### src/rtl/regfile_write_arbiter_pkg.sv
// Shared types and helpers for the register-file write arbiter: FSM encoding,
// requester indices, default sizes and the address decoder.
package regfile_write_arbiter_pkg;

    typedef enum logic [1:0] {
        StIdle,
        StArb,
        StClear,
        StDone
    } rf_state_e;

    localparam int unsigned REQ_CPU = 0;
    localparam int unsigned REQ_IRQ = 1;
    localparam int unsigned REQ_DBG = 2;

    localparam int unsigned DefaultNrOfBits = 32;
    localparam int unsigned DefaultNrOfRegs = 32;

    // Upper bound on register count supported by the decoder; callers truncate
    // the result to their own NrOfRegs.
    localparam int unsigned MaxRegs = 1024;

    // Register 0 is hard-wired to zero and out-of-range addresses decode to nothing.
    function automatic logic [MaxRegs-1:0] addr_to_onehot(input logic [31:0] addr,
                                                          input int unsigned nr_regs);
        logic [MaxRegs-1:0] onehot;
        onehot = '0;
        if (addr != 32'd0 && addr < nr_regs && addr < MaxRegs) begin
            onehot = {{(MaxRegs - 1){1'b0}}, 1'b1} << addr;
        end
        return onehot;
    endfunction

endpackage

### src/rtl/regfile_write_arbiter_rr.sv
// Three-way round-robin priority picker: the requester after the last granted
// one has highest priority.
module rr_arbiter3
    import regfile_write_arbiter_pkg::*;
(
    input  logic [2:0] req,
    input  logic [2:0] last_grant,
    output logic [2:0] grant
);

    always_comb begin
        grant = 3'b000;
        case (last_grant)
            3'b001: begin
                if (req[REQ_IRQ])      grant = 3'b010;
                else if (req[REQ_DBG]) grant = 3'b100;
                else if (req[REQ_CPU]) grant = 3'b001;
            end
            3'b010: begin
                if (req[REQ_DBG])      grant = 3'b100;
                else if (req[REQ_CPU]) grant = 3'b001;
                else if (req[REQ_IRQ]) grant = 3'b010;
            end
            // 3'b100 and the reset value: requester 0 first.
            default: begin
                if (req[REQ_CPU])      grant = 3'b001;
                else if (req[REQ_IRQ]) grant = 3'b010;
                else if (req[REQ_DBG]) grant = 3'b100;
            end
        endcase
    end

endmodule

### src/rtl/regfile_write_arbiter.sv
// Arbitrates three write ports onto a single register-file write strobe and
// provides a sequenced clear of registers 1..NrOfRegs-1.
module regfile_write_arbiter
    import regfile_write_arbiter_pkg::*;
#(
    parameter int unsigned NrOfBits = DefaultNrOfBits,
    parameter int unsigned NrOfRegs = DefaultNrOfRegs,
    localparam int unsigned AddrBits = $clog2(NrOfRegs)
) (
    input  logic                  Clock,
    input  logic                  Reset,
    input  logic [2:0]            req,
    input  logic [3*AddrBits-1:0] addr,
    input  logic [3*NrOfBits-1:0] data,
    output logic [2:0]            grant,
    output logic [NrOfRegs-1:0]   wr_en,
    output logic [NrOfBits-1:0]   wr_data,
    input  logic                  clr_start,
    output logic                  clr_busy,
    output logic                  clr_done
);

    rf_state_e             state_q;
    logic [2:0]            last_grant_q;
    logic [2:0]            rr_grant;
    logic [AddrBits-1:0]   clr_cnt_q;
    logic [AddrBits-1:0]   sel_addr;
    logic [NrOfBits-1:0]   sel_data;
    logic [NrOfRegs-1:0]   wr_en_q;
    logic [NrOfBits-1:0]   wr_data_q;
    logic                  clr_busy_q;
    logic                  clr_done_q;
    logic                  arb_phase;

    rr_arbiter3 u_rr (
        .req        (req),
        .last_grant (last_grant_q),
        .grant      (rr_grant)
    );

    assign arb_phase = (state_q == StIdle) || (state_q == StArb);
    // Grant is combinational, but never while a synchronous reset is pending.
    assign grant     = (arb_phase && !Reset) ? rr_grant : 3'b000;

    always_comb begin
        sel_addr = '0;
        sel_data = '0;
        case (grant)
            3'b001: begin
                sel_addr = addr[REQ_CPU*AddrBits +: AddrBits];
                sel_data = data[REQ_CPU*NrOfBits +: NrOfBits];
            end
            3'b010: begin
                sel_addr = addr[REQ_IRQ*AddrBits +: AddrBits];
                sel_data = data[REQ_IRQ*NrOfBits +: NrOfBits];
            end
            3'b100: begin
                sel_addr = addr[REQ_DBG*AddrBits +: AddrBits];
                sel_data = data[REQ_DBG*NrOfBits +: NrOfBits];
            end
            default: ;
        endcase
    end

    // Outputs are registered, so busy/done trail the state by one cycle and
    // line up with the write strobes the state issued.
    always_ff @(posedge Clock) begin
        if (Reset) begin
            state_q      <= StIdle;
            last_grant_q <= 3'b100;
            clr_cnt_q    <= '0;
            wr_en_q      <= '0;
            wr_data_q    <= '0;
            clr_busy_q   <= 1'b0;
            clr_done_q   <= 1'b0;
        end else begin
            clr_busy_q <= (state_q == StClear);
            clr_done_q <= (state_q == StDone);
            wr_en_q    <= '0;
            case (state_q)
                StIdle, StArb: begin
                    if (|grant) begin
                        wr_en_q      <= NrOfRegs'(addr_to_onehot(32'(sel_addr), NrOfRegs));
                        wr_data_q    <= sel_data;
                        last_grant_q <= grant;
                    end
                    if (clr_start) begin
                        state_q   <= StClear;
                        clr_cnt_q <= AddrBits'(1);
                    end else begin
                        state_q <= (|req) ? StArb : StIdle;
                    end
                end
                StClear: begin
                    wr_en_q   <= NrOfRegs'(addr_to_onehot(32'(clr_cnt_q), NrOfRegs));
                    wr_data_q <= '0;
                    if (clr_cnt_q == AddrBits'(NrOfRegs - 1)) begin
                        state_q   <= StDone;
                        clr_cnt_q <= '0;
                    end else begin
                        clr_cnt_q <= clr_cnt_q + AddrBits'(1);
                    end
                end
                StDone: begin
                    state_q <= StIdle;
                end
                default: begin
                    state_q <= StIdle;
                end
            endcase
        end
    end

    assign wr_en    = wr_en_q;
    assign wr_data  = wr_data_q;
    assign clr_busy = clr_busy_q;
    assign clr_done = clr_done_q;

endmodule

### config.mk
export PLATFORM = sky130hd
export DESIGN_NAME = regfile_write_arbiter
export DESIGN_NICKNAME = d
export VERILOG_FILES = /design/src/rtl/regfile_write_arbiter_pkg.sv /design/src/rtl/regfile_write_arbiter_rr.sv /design/src/rtl/regfile_write_arbiter.sv
export SDC_FILE = /design/constraint.sdc
export NUM_CORES = 1
export LEC_CHECK = 0
export CORE_MARGIN = 2
export CORE_UTILIZATION = 36
export CTS_BUF_LIST = sky130_fd_sc_hd__clkbuf_2 sky130_fd_sc_hd__clkbuf_4 sky130_fd_sc_hd__clkbuf_8
export DETAILED_ROUTE_END_ITERATION = 6
export HOLD_SLACK_MARGIN = 0.08
export PLACE_DENSITY = 0.9
export SLEW_MARGIN = 20
export SYNTH_ARGS = -nofsm -noshare
export SYNTH_HDL_FRONTEND = slang
export SYNTH_HIERARCHICAL = 1
export SYNTH_SLANG_ARGS = --single-unit
export TNS_END_PERCENT = 5
### constraint.sdc
create_clock -name Clock -period 2.61 [get_ports Clock]
set_clock_uncertainty 0.2 [all_clocks]
set_input_delay 0.522 -clock Clock [delete_from_list [all_inputs] [get_ports Clock]]
set_output_delay 0.522 -clock Clock [all_outputs]
set_load 0.05 [all_outputs]
Word level (Yosys, flattened, before mapping)
Index checks and enable logic that the tools add are counted.

cells by class
  shifts and indexed selects = 2
  equality and inequality tests = 12
  reductions and logical operators = 13
  add/sub/neg operators = 1
  multiplexer cells = 26

operators with widths
  kind                                                 count
  2-to-1 mux 32 bit                                    4
  case mux 32 bit (2 select lines)                     2
  case mux 32 bit (3 select lines)                     1
  << shifter 1 x 5 -> 32 bit, first input constant     2
  2-to-1 mux 3 bit                                     8
  case mux 5 bit (3 select lines)                      1
  2-to-1 mux 5 bit                                     2
  case mux 5 bit (2 select lines)                      1
  nonzero test 5 bit                                   2
  equality test 3 x 1 -> 1 bit, second input constant  2
  equality test 3 x 2 -> 1 bit, second input constant  2
  2-to-1 mux 2 bit                                     3
  case mux 2 bit (3 select lines)                      1
  case mux 3 bit (2 select lines)                      1
  AND reduction 2 bit                                  3
  OR reduction 3 bit                                   2
  adder 5 x 1 -> 5 bit, second input constant          1
  equality test 5 bit, second input constant           1
  equality test 2 bit, second input constant           2
  inequality test 2 bit, second input constant         2
  equality test 3 bit, second input constant           1
  equality test 2 x 1 -> 1 bit, second input constant  1
  zero test 2 bit                                      1
  2-to-1 mux 1 bit                                     2
  other kinds (6)                                      6

word-level totals
  register bits after elaboration = 76
  word-level logic and storage cells = 61
  output and inout bits = 69

Depth between registers and ports, before layout
Gate-level depths: netlist of the first run.

  word-level depth = 11
  depth in mapped cells = 9

By module
The synthesis of the first run kept the hierarchy.

by module, submodules not included
  module                 sequential area each (um^2)  instances  cells an instance  area an instance (um^2)
  regfile_write_arbiter  1521.5                       1          345                3206.8
  rr_arbiter3            0.0                          1          12                 91.3

Least setup slack after synthesis of the first run
OpenSTA, ideal clock, no wires.

  kind = input to register
  start point = in req[1]
  end point = reg wr_en_q[20] (netlist: wr_en[20])
  data required time = 2.334 ns
  cell stages on the path = 8
  setup slack = -1.339 ns
  path buffers = 1
  arrival = 3.673 ns
  path through = nor4b_1 -> o31a_1 -> nor3b_1 -> nor3b_1 -> a222oi_1 -> buf_2 -> or4_4 -> o22ai_1

RTL lines
  item                                                                     RTL line                                                          text
  start, declared                                                          regfile_write_arbiter.sv:12                                       input logic [2:0] req,
  2-to-1 mux 3 bit                                                         regfile_write_arbiter_rr.sv:27                                    else if (req[REQ_IRQ]) grant = 3'b010;
  2-to-1 mux 3 bit                                                         regfile_write_arbiter_rr.sv:26                                    if (req[REQ_CPU]) grant = 3'b001;
  case mux 3 bit (2 select lines) *                                        regfile_write_arbiter_rr.sv:13                                    case (last_grant)
  named net rr_grant[2]                                                    regfile_write_arbiter.sv:25                                       logic [2:0] rr_grant;
  2-to-1 mux 3 bit *                                                       regfile_write_arbiter.sv:43                                       assign grant = (arb_phase && !Reset) ? rr_grant : 3'b000;
  named net grant[2]                                                       regfile_write_arbiter.sv:15                                       output logic [2:0] grant,
  equality test 3 bit (tied with other cells)                              regfile_write_arbiter.sv:48                                       case (grant)
  case mux 5 bit (3 select lines)                                          regfile_write_arbiter.sv:48
  nonzero test 5 bit / << shifter 1 x 5 -> 32 bit (equally long branches)  regfile_write_arbiter_pkg.sv:28, regfile_write_arbiter_pkg.sv:29
  2-to-1 mux 32 bit                                                        regfile_write_arbiter_pkg.sv:28                                   if (addr != 32'd0 && addr < nr_regs && addr < MaxRegs) begin
  2-to-1 mux 32 bit *                                                      regfile_write_arbiter.sv:82                                       if (|grant) begin
  case mux 32 bit (2 select lines) *                                       regfile_write_arbiter.sv:80                                       case (state_q)
  end signal, assigned                                                     regfile_write_arbiter.sv:83                                       wr_en_q <= NrOfRegs'(addr_to_onehot(32'(sel_addr), NrOfRegs));
  end signal, assigned                                                     regfile_write_arbiter.sv:95                                       wr_en_q <= NrOfRegs'(addr_to_onehot(32'(clr_cnt_q), NrOfRegs));
  end, declared                                                            regfile_write_arbiter.sv:29                                       logic [NrOfRegs-1:0] wr_en_q;

Mark *: on every way through the listed nets, which the timed path passes. The rest lies on a longest branch.
A chain may end at the register's enable or synchronous reset.

Worst setup path after layout of the first run
  start point = reg last_grant_q[0]
  end point = reg wr_en_q[16] (netlist: wr_en[16])

on the way
  word-level cells in the longest chain between the ends = 9

ends and longest elaborated chain
  item                                                                                 RTL line                                                          text
  start, declared                                                                      regfile_write_arbiter.sv:24                                       logic [2:0] last_grant_q;
  start signal, assigned                                                               regfile_write_arbiter.sv:85                                       last_grant_q <= grant;
  equality test 3 x 2 -> 1 bit / equality test 3 x 1 -> 1 bit (equally long branches)  regfile_write_arbiter_rr.sv:13
  case mux 3 bit (2 select lines) *                                                    regfile_write_arbiter_rr.sv:13
  named net rr_grant[2]                                                                regfile_write_arbiter.sv:25
  2-to-1 mux 3 bit *                                                                   regfile_write_arbiter.sv:43
  equality test 3 bit (tied with other cells)                                          regfile_write_arbiter.sv:48
  case mux 5 bit (3 select lines)                                                      regfile_write_arbiter.sv:48
  nonzero test 5 bit / << shifter 1 x 5 -> 32 bit (equally long branches)              regfile_write_arbiter_pkg.sv:28, regfile_write_arbiter_pkg.sv:29
  2-to-1 mux 32 bit                                                                    regfile_write_arbiter_pkg.sv:28
  2-to-1 mux 32 bit *                                                                  regfile_write_arbiter.sv:82
  case mux 32 bit (2 select lines) *                                                   regfile_write_arbiter.sv:80

Marks and branches as above.

==> impl_metrics.yaml, run 1 <==
outcome:
  outcome: "finished, violations left"
  violations: "design-rule violations, negative setup slack"
clocking:
  htreeDepth: 3
  cts_hold_buffers: 0
  cts_buffers: 9
  clk_pin_slew_ps: 80
  cts-root-buf: "clkbuf_8"
  cts.path.max_buffers: 2
  clock_sinks: 76
  cts_tree: "yes"
  clk_latency_ps: 340
yosys:
  netlist_area_sq_um: 3300
  ys_seq_elements: 76
  synth_warnings: 6
  synth_ff_type: "dfxtp_1"
  synthArstFlopShare: 0
  yosysUniqueCellTypes: 49
  synth-edff-count: 0
  synth_area_per_cell_sq_um: 9.24
  synth_seq_area_share: 0.461
  syn_inst: 357
  syn_nets: 481
floorplan:
  die_w_um: 99.7
  io-pin-count: 186
  die_h_um: 99.7
  rows: 34
  start_util: 0.375
  die_area_sq_um: 9940
  design.core.area_sq_um: 8810
critical_path:
  path_class: "reg -> reg"
  ff2ff_path_depth: 9
  worst_r2r_endpoint: "wr_en[16]$_SDFF_PP0_"
  worstPathRequired_ps: 2670
  worstPathArrival_ps: 2850
  crit_path_end: "wr_en[16]$_SDFF_PP0_"
  r2r-start: "last_grant_q[0]$_SDFFE_PP0P_"
  path_max_fanout: 7
  endpoint_kind: "flip-flop"
  crit_start: "last_grant_q[0]$_SDFFE_PP0P_"
  reg2reg_slack_ps: -180
  start_kind: "flip-flop"
global_route:
  antenna_found_initial: 0
  grt_pass1_vias: 4001
  grt_overflow: 0
  grt_pass1_wl_mm: 19.6
  grtUsageTotal: 0.246
  grt_max_degree: 34
timing:
  hold_ws_ps: 257
  drv_slew: 0
  relSlewSlack: 0.606
  period_needed_ps: 2790
  setup_viol_count_final: 32
  rsz0062_at_grt: "true"
  max_freq_ghz: 0.358
  worst_pin_slew_ps: 586
  layout_setup_ws_ps: -182
  hold_viol: 0
  final.period_utilization: 1.07
cells_and_area:
  drive_above_1_share: 0.175
  area_growth_pct: 80.2
  n_fill_cell: 662
  multi_input_area_sq_um: 1840
  seqCellArea_sq_um: 1530
  layout.nets: 690
  finish.utilization: 0.675
  n_antenna_cell: 0
route:
  avgRoutedWirePerCell_um: 18.1
  drt-total-wl_mm: 12.3
  viasPerCell: 5.77
  postRouteAntennaNets: 0
  vias: 3917
  initialDrtViolationCount: 274
  drt-pass1-iter-count: 7
  drc: 1
placement:
  hpwl_mm: 9.02
  io_buffer_count: 185
  place_congestion: 0.888
power:
  power.total_mw: 2.85
  cellLeakagePower_nw: 2.14
  power_density_nw_per_um2: 480
  ir_worst_vdd_v: 0.000258
min_path:
  hp-class: "reg -> reg"
job:
  cap_violations: 0
[logic make-up after synthesis]
logic type / Yosys count / share of synthesized area
AOI/OAI and AO/OA: 130 / 0.293
and+or+nand+nor: 109 / 0.174
DFF: 76 / 0.461
buffers and inverters: 33 / 0.0414
adders and majority gates: 7 / 0.0266
xor gates and xnor gates: 1 / 0.00266
other: 1 / 0.00114
[worst min path at each step]
stage	cells past startpoint	from	endpoint	slack, ps
2_1_floorplan	2	state_q[0]$_SDFFE_PP0P_	clr_done$_SDFF_PP0_	300
3_3_place_gp	2	wr_data[7]$_SDFFE_PP0P_	wr_data[7]$_SDFFE_PP0P_	240
3_5_place_dp	2	wr_data[21]$_SDFFE_PP0P_	wr_data[21]$_SDFFE_PP0P_	250
4_1_cts	2	wr_data[21]$_SDFFE_PP0P_	wr_data[21]$_SDFFE_PP0P_	260
5_1_grt	2	wr_data[20]$_SDFFE_PP0P_	wr_data[20]$_SDFFE_PP0P_	270
6_report	2	wr_data[21]$_SDFFE_PP0P_	wr_data[21]$_SDFFE_PP0P_	260
[what timing repair did]
item	in CTS	in global routing
buffers inserted	8	2
pin swaps	17	9
resized for setup	38	9
endpoints found under the setup margin	66	60
[per-layer routing]
metal	part of all wire	routed length (um)	GRT usage
met3	0.072	885	0.0534
met4	0.032	392	0.105
met1	0.37	4500	0.261
met5	0	0	0
met2	0.53	6520	0.465
[per-stage QoR]
step	worst slack [ps]	instance area [sq um]	setup TNS, ps	cells
finish	-182	5940	-3880	679
global route	-252	5940	-8940	679
CTS	-31.1	5890	-204	677
detailed placement	-834	5500	-41220	656
global placement	-761	5500	-35260	656
floorplan	-466	3340	-16080	357
[synth_stat cells (3+ instances only)]
cell,instances,area share
clkbuf_1,16,0.018
a222oi_1,34,0.10
nor3b_1,5,0.011
nor2b_1,4,0.0076
o21ai_0,5,0.0076
buf_1,6,0.0068
dfxtp_1,76,0.46
or3_1,3,0.0057
inv_1,6,0.0068
nand3_1,3,0.0046
o22ai_1,14,0.027
a32o_1,9,0.027
buf_2,4,0.0061
nand3b_1,4,0.0091
nand2_1,43,0.049
nor3_1,7,0.011
nor2_1,15,0.017
a21oi_1,45,0.068
ha_1,7,0.027
nand2b_1,8,0.015
a22o_1,6,0.016
and2_1,4,0.0076
[layout by cell type (no fill, tap or decap), types with 3 or more instances in the layout]
cell / count
clkdlybuf4s50_1: 178
dfxtp_1: 73
nand2_1: 43
a21oi_1: 43
a222oi_1: 34
buf_4: 33
nor2_1: 13
clkbuf_8: 9
a32o_1: 8
nand2b_1: 7
o22ai_1: 7
o22ai_2: 7
ha_1: 7
inv_1: 6
a22o_1: 6
buf_6: 6
o21ai_0: 5
and2_1: 4
nor3_1: 4
nand3b_1: 4
buf_12: 4
nor3b_4: 3
nand3_1: 3
clkinv_2: 3
[final cells by class]
class	instances	share of cell area
repair buffers	225	0.371
multi-input cells	248	0.309
clock buffers	9	0.0208
inverters	6	0.00379
clock inverters	7	0.0154
well taps	108	0.0227
flip-flops and latches	76	0.257
[flip-flops by register name, summed over array words and instances, names as in the netlist]
name	count
clr_done	1
wr_en	32
last_grant_q	3
clr_cnt_q	5
wr_data	32
clr_busy	1
state_q	2
[where the power goes]
part	internal, mW	total (mW)	leakage (nW)	switching, mW
Sequential	1.20	1.22	0.617	0.0263
Clock	0.535	0.973	0.109	0.438
Combinational	0.330	0.659	1.42	0.329
[critical path, stage by stage, from the launching register on]
cell and delay [ps]:
dfxtp_2 350, nor4b_4 130, o31a_1 320, buf_6 130, nor3b_4 150, nor3b_4 170
a222oi_1 530, buf_4 260, nand4_1 210, o22ai_1 260
(Power assumes the default switching activity.)
==> run 2: changes to the inputs <==
--- a/config.mk
+++ b/config.mk
@@ -9,8 +9,10 @@
 export CORE_UTILIZATION = 36
 export CTS_BUF_LIST = sky130_fd_sc_hd__clkbuf_2 sky130_fd_sc_hd__clkbuf_4 sky130_fd_sc_hd__clkbuf_8
 export DETAILED_ROUTE_END_ITERATION = 6
+export GPL_ROUTABILITY_DRIVEN = 0
 export HOLD_SLACK_MARGIN = 0.08
 export PLACE_DENSITY = 0.9
+export SKIP_CTS_REPAIR_TIMING = 1
 export SLEW_MARGIN = 20
 export SYNTH_ARGS = -nofsm -noshare
 export SYNTH_HDL_FRONTEND = slang
==> run 2 against run 1 <==
  * The flow finishes with violations (negative setup slack)
  * Via count grew 2.3%
  * Cell count decreased by 0.29%
  * Combinational power up 5.2%
  * Critical endpoint is now wr_en[18]$_SDFF_PP0_
  * Largest cell class unchanged
==> impl_metrics.yaml, run 2 (synthesis gave the netlist of run 1 again) <==
critical_path:
  reg2reg_slack_ps: -360
  ff2ff_path_depth: 10
  cp_slowest_stage_delay_ps: 480
  crit_path_end: "wr_en[18]$_SDFF_PP0_"
  r2r-start: "last_grant_q[1]$_SDFFE_PP0P_"
  crit_path_top_delay_cell: "a222oi_1"
  path_class: "reg -> reg"
  cp_num_buf_inv: 4
  path_cells: "buf_6 -> o21ai_0 -> o2111a_2 -> buf_4 -> nor3b_4 -> a222oi_1 -> buf_4 -> buf_6 -> nand4_1 -> o22ai_1"
  critical-path-top-delay-family: "compound AO/OA/AOI/OAI gates"
  critical_path_depth: 10
  path_max_fanout: 6
  worstPathRequired_ps: 2660
  worst_r2r_endpoint: "wr_en[18]$_SDFF_PP0_"
  endpoint_kind: "flip-flop"
  crit_start: "last_grant_q[1]$_SDFFE_PP0P_"
  start_kind: "flip-flop"
  worstPathArrival_ps: 3030
floorplan:
  io-pin-count: 186
  die_h_um: 99.7
  die_w_um: 99.7
  rows: 34
  design.core.area_sq_um: 8810
  start_util: 0.375
  die_area_sq_um: 9940
route:
  viasPerCell: 5.92
  vias: 4006
  drt-total-wl_mm: 12.9
  drt-pass1-iter-count: 6
  avgRoutedWirePerCell_um: 19.0
  drc: 0
  initialDrtViolationCount: 327
  postRouteAntennaNets: 0
timing:
  setup_viol_count_final: 33
  hold_ws_ps: 258
  worst_pin_slew_ps: 584
  hold_viol: 0
  layout_setup_ws_ps: -363
  final.period_utilization: 1.14
  finalSetupTns_ps: -5530
  period_needed_ps: 2970
  drv_slew: 0
  rsz0062_at_grt: "true"
  relSlewSlack: 0.607
  max_freq_ghz: 0.336
clocking:
  clk_latency_ps: 340
  cts-root-buf: "clkbuf_8"
  cts_tree: "yes"
  htreeDepth: 3
  clock_sinks: 76
  clk_pin_slew_ps: 90
  cts_buffers: 9
  cts.path.max_buffers: 2
cells_and_area:
  n_fill_cell: 623
  n_antenna_cell: 0
  layout.nets: 688
  layout_common_cells: "178 x clkdlybuf4s50_1, 73 x dfxtp_1, 43 x nand2_1"
  drive_above_1_share: 0.193
  area_growth_pct: 83.5
  layout_commonest_cell: "clkdlybuf4s50_1"
global_route:
  grt_pass1_wl_mm: 18.2
  grtUsageTotal: 0.230
  grt_pass1_vias: 3785
  grt_overflow: 0
  antenna_found_initial: 0
  grt_max_degree: 34
placement:
  hpwl_mm: 8.85
  io_buffer_count: 185
job:
  cap_violations: 0
power:
  power.total_mw: 2.95
  cellLeakagePower_nw: 2.15
  power_density_nw_per_um2: 487
  ir_worst_vdd_v: 0.000336
min_path:
  hp-class: "reg -> reg"
outcome:
  violations: "negative setup slack"
  outcome: "finished, violations left"
[run 2: changes by cell type in the layout (fill, tap and decap cells not counted), sizes merged]
| cell | previous run | this run |
|---|---|---|
| buf | 45 | 41 |
| clkbuf | 9 | 11 |
| clkinv | 4 | 0 |
| dlygate4sd2 | 2 | 0 |
| dlymetal6s2s | 0 | 3 |
| inv | 6 | 9 |
[run 2: worst min path at each step]
stage / endpoint / startpoint / slack [ps] / cells after the start
final: wr_data[7]$_SDFFE_PP0P_ / wr_data[7]$_SDFFE_PP0P_ / 260 / 2
after global routing: wr_data[7]$_SDFFE_PP0P_ / wr_data[7]$_SDFFE_PP0P_ / 270 / 2
after CTS: wr_data[7]$_SDFFE_PP0P_ / wr_data[7]$_SDFFE_PP0P_ / 260 / 2
after detailed placement: wr_data[7]$_SDFFE_PP0P_ / wr_data[7]$_SDFFE_PP0P_ / 250 / 2
after global placement: wr_data[9]$_SDFFE_PP0P_ / wr_data[9]$_SDFFE_PP0P_ / 240 / 2
after floorplan: clr_done$_SDFF_PP0_ / state_q[0]$_SDFFE_PP0P_ / 300 / 2
[run 2: layer usage]
| layer | GRT usage | vias up | part of all wire |
|---|---|---|---|
| met3 | 0.0632 | 58 | 0.094 |
| met4 | 0.117 | 0 | 0.040 |
| met5 | 0 | - | 0 |
| li1 | - | 1801 | - |
| met1 | 0.241 | 1850 | 0.35 |
| met2 | 0.419 | 297 | 0.51 |
[run 2: final cells by class]
cell class	instances	area [sq um]	area share
repair buffers	223	2230	0.369
clock buffers	10	138	0.0227
clock inverters	6	93.8	0.0155
multi-input cells	248	1900	0.314
well taps	108	135	0.0223
inverters	6	22.5	0.00372
flip-flops and latches	76	1530	0.252
[run 2: metrics by stage]
step	cell area [sq um]	instances	setup slack, ps	utilization
finish	6050	677	-363	0.687
floorplan	3340	357	-466	-
global placement	5480	652	-769	0.623
detailed placement	5480	652	-892	0.623
global route	6050	677	-294	0.687
CTS	5710	668	-540	0.649
[run 2: power breakdown]
part	internal (mW)	switching, mW	leakage [nW]
logic	0.344	0.349	1.42
clock network	0.575	0.460	0.114
registers	1.20	0.0253	0.617
[run 2: worst reg2reg max path, cell delays in order, from the launching register on]
cell      delay (ps)
dfxtp_4          380
buf_6            130
o21ai_0          230
o2111a_2         270
buf_4            150
nor3b_4           60
a222oi_1         480
buf_4            250
buf_6            110
nand4_1          310
o22ai_1          320
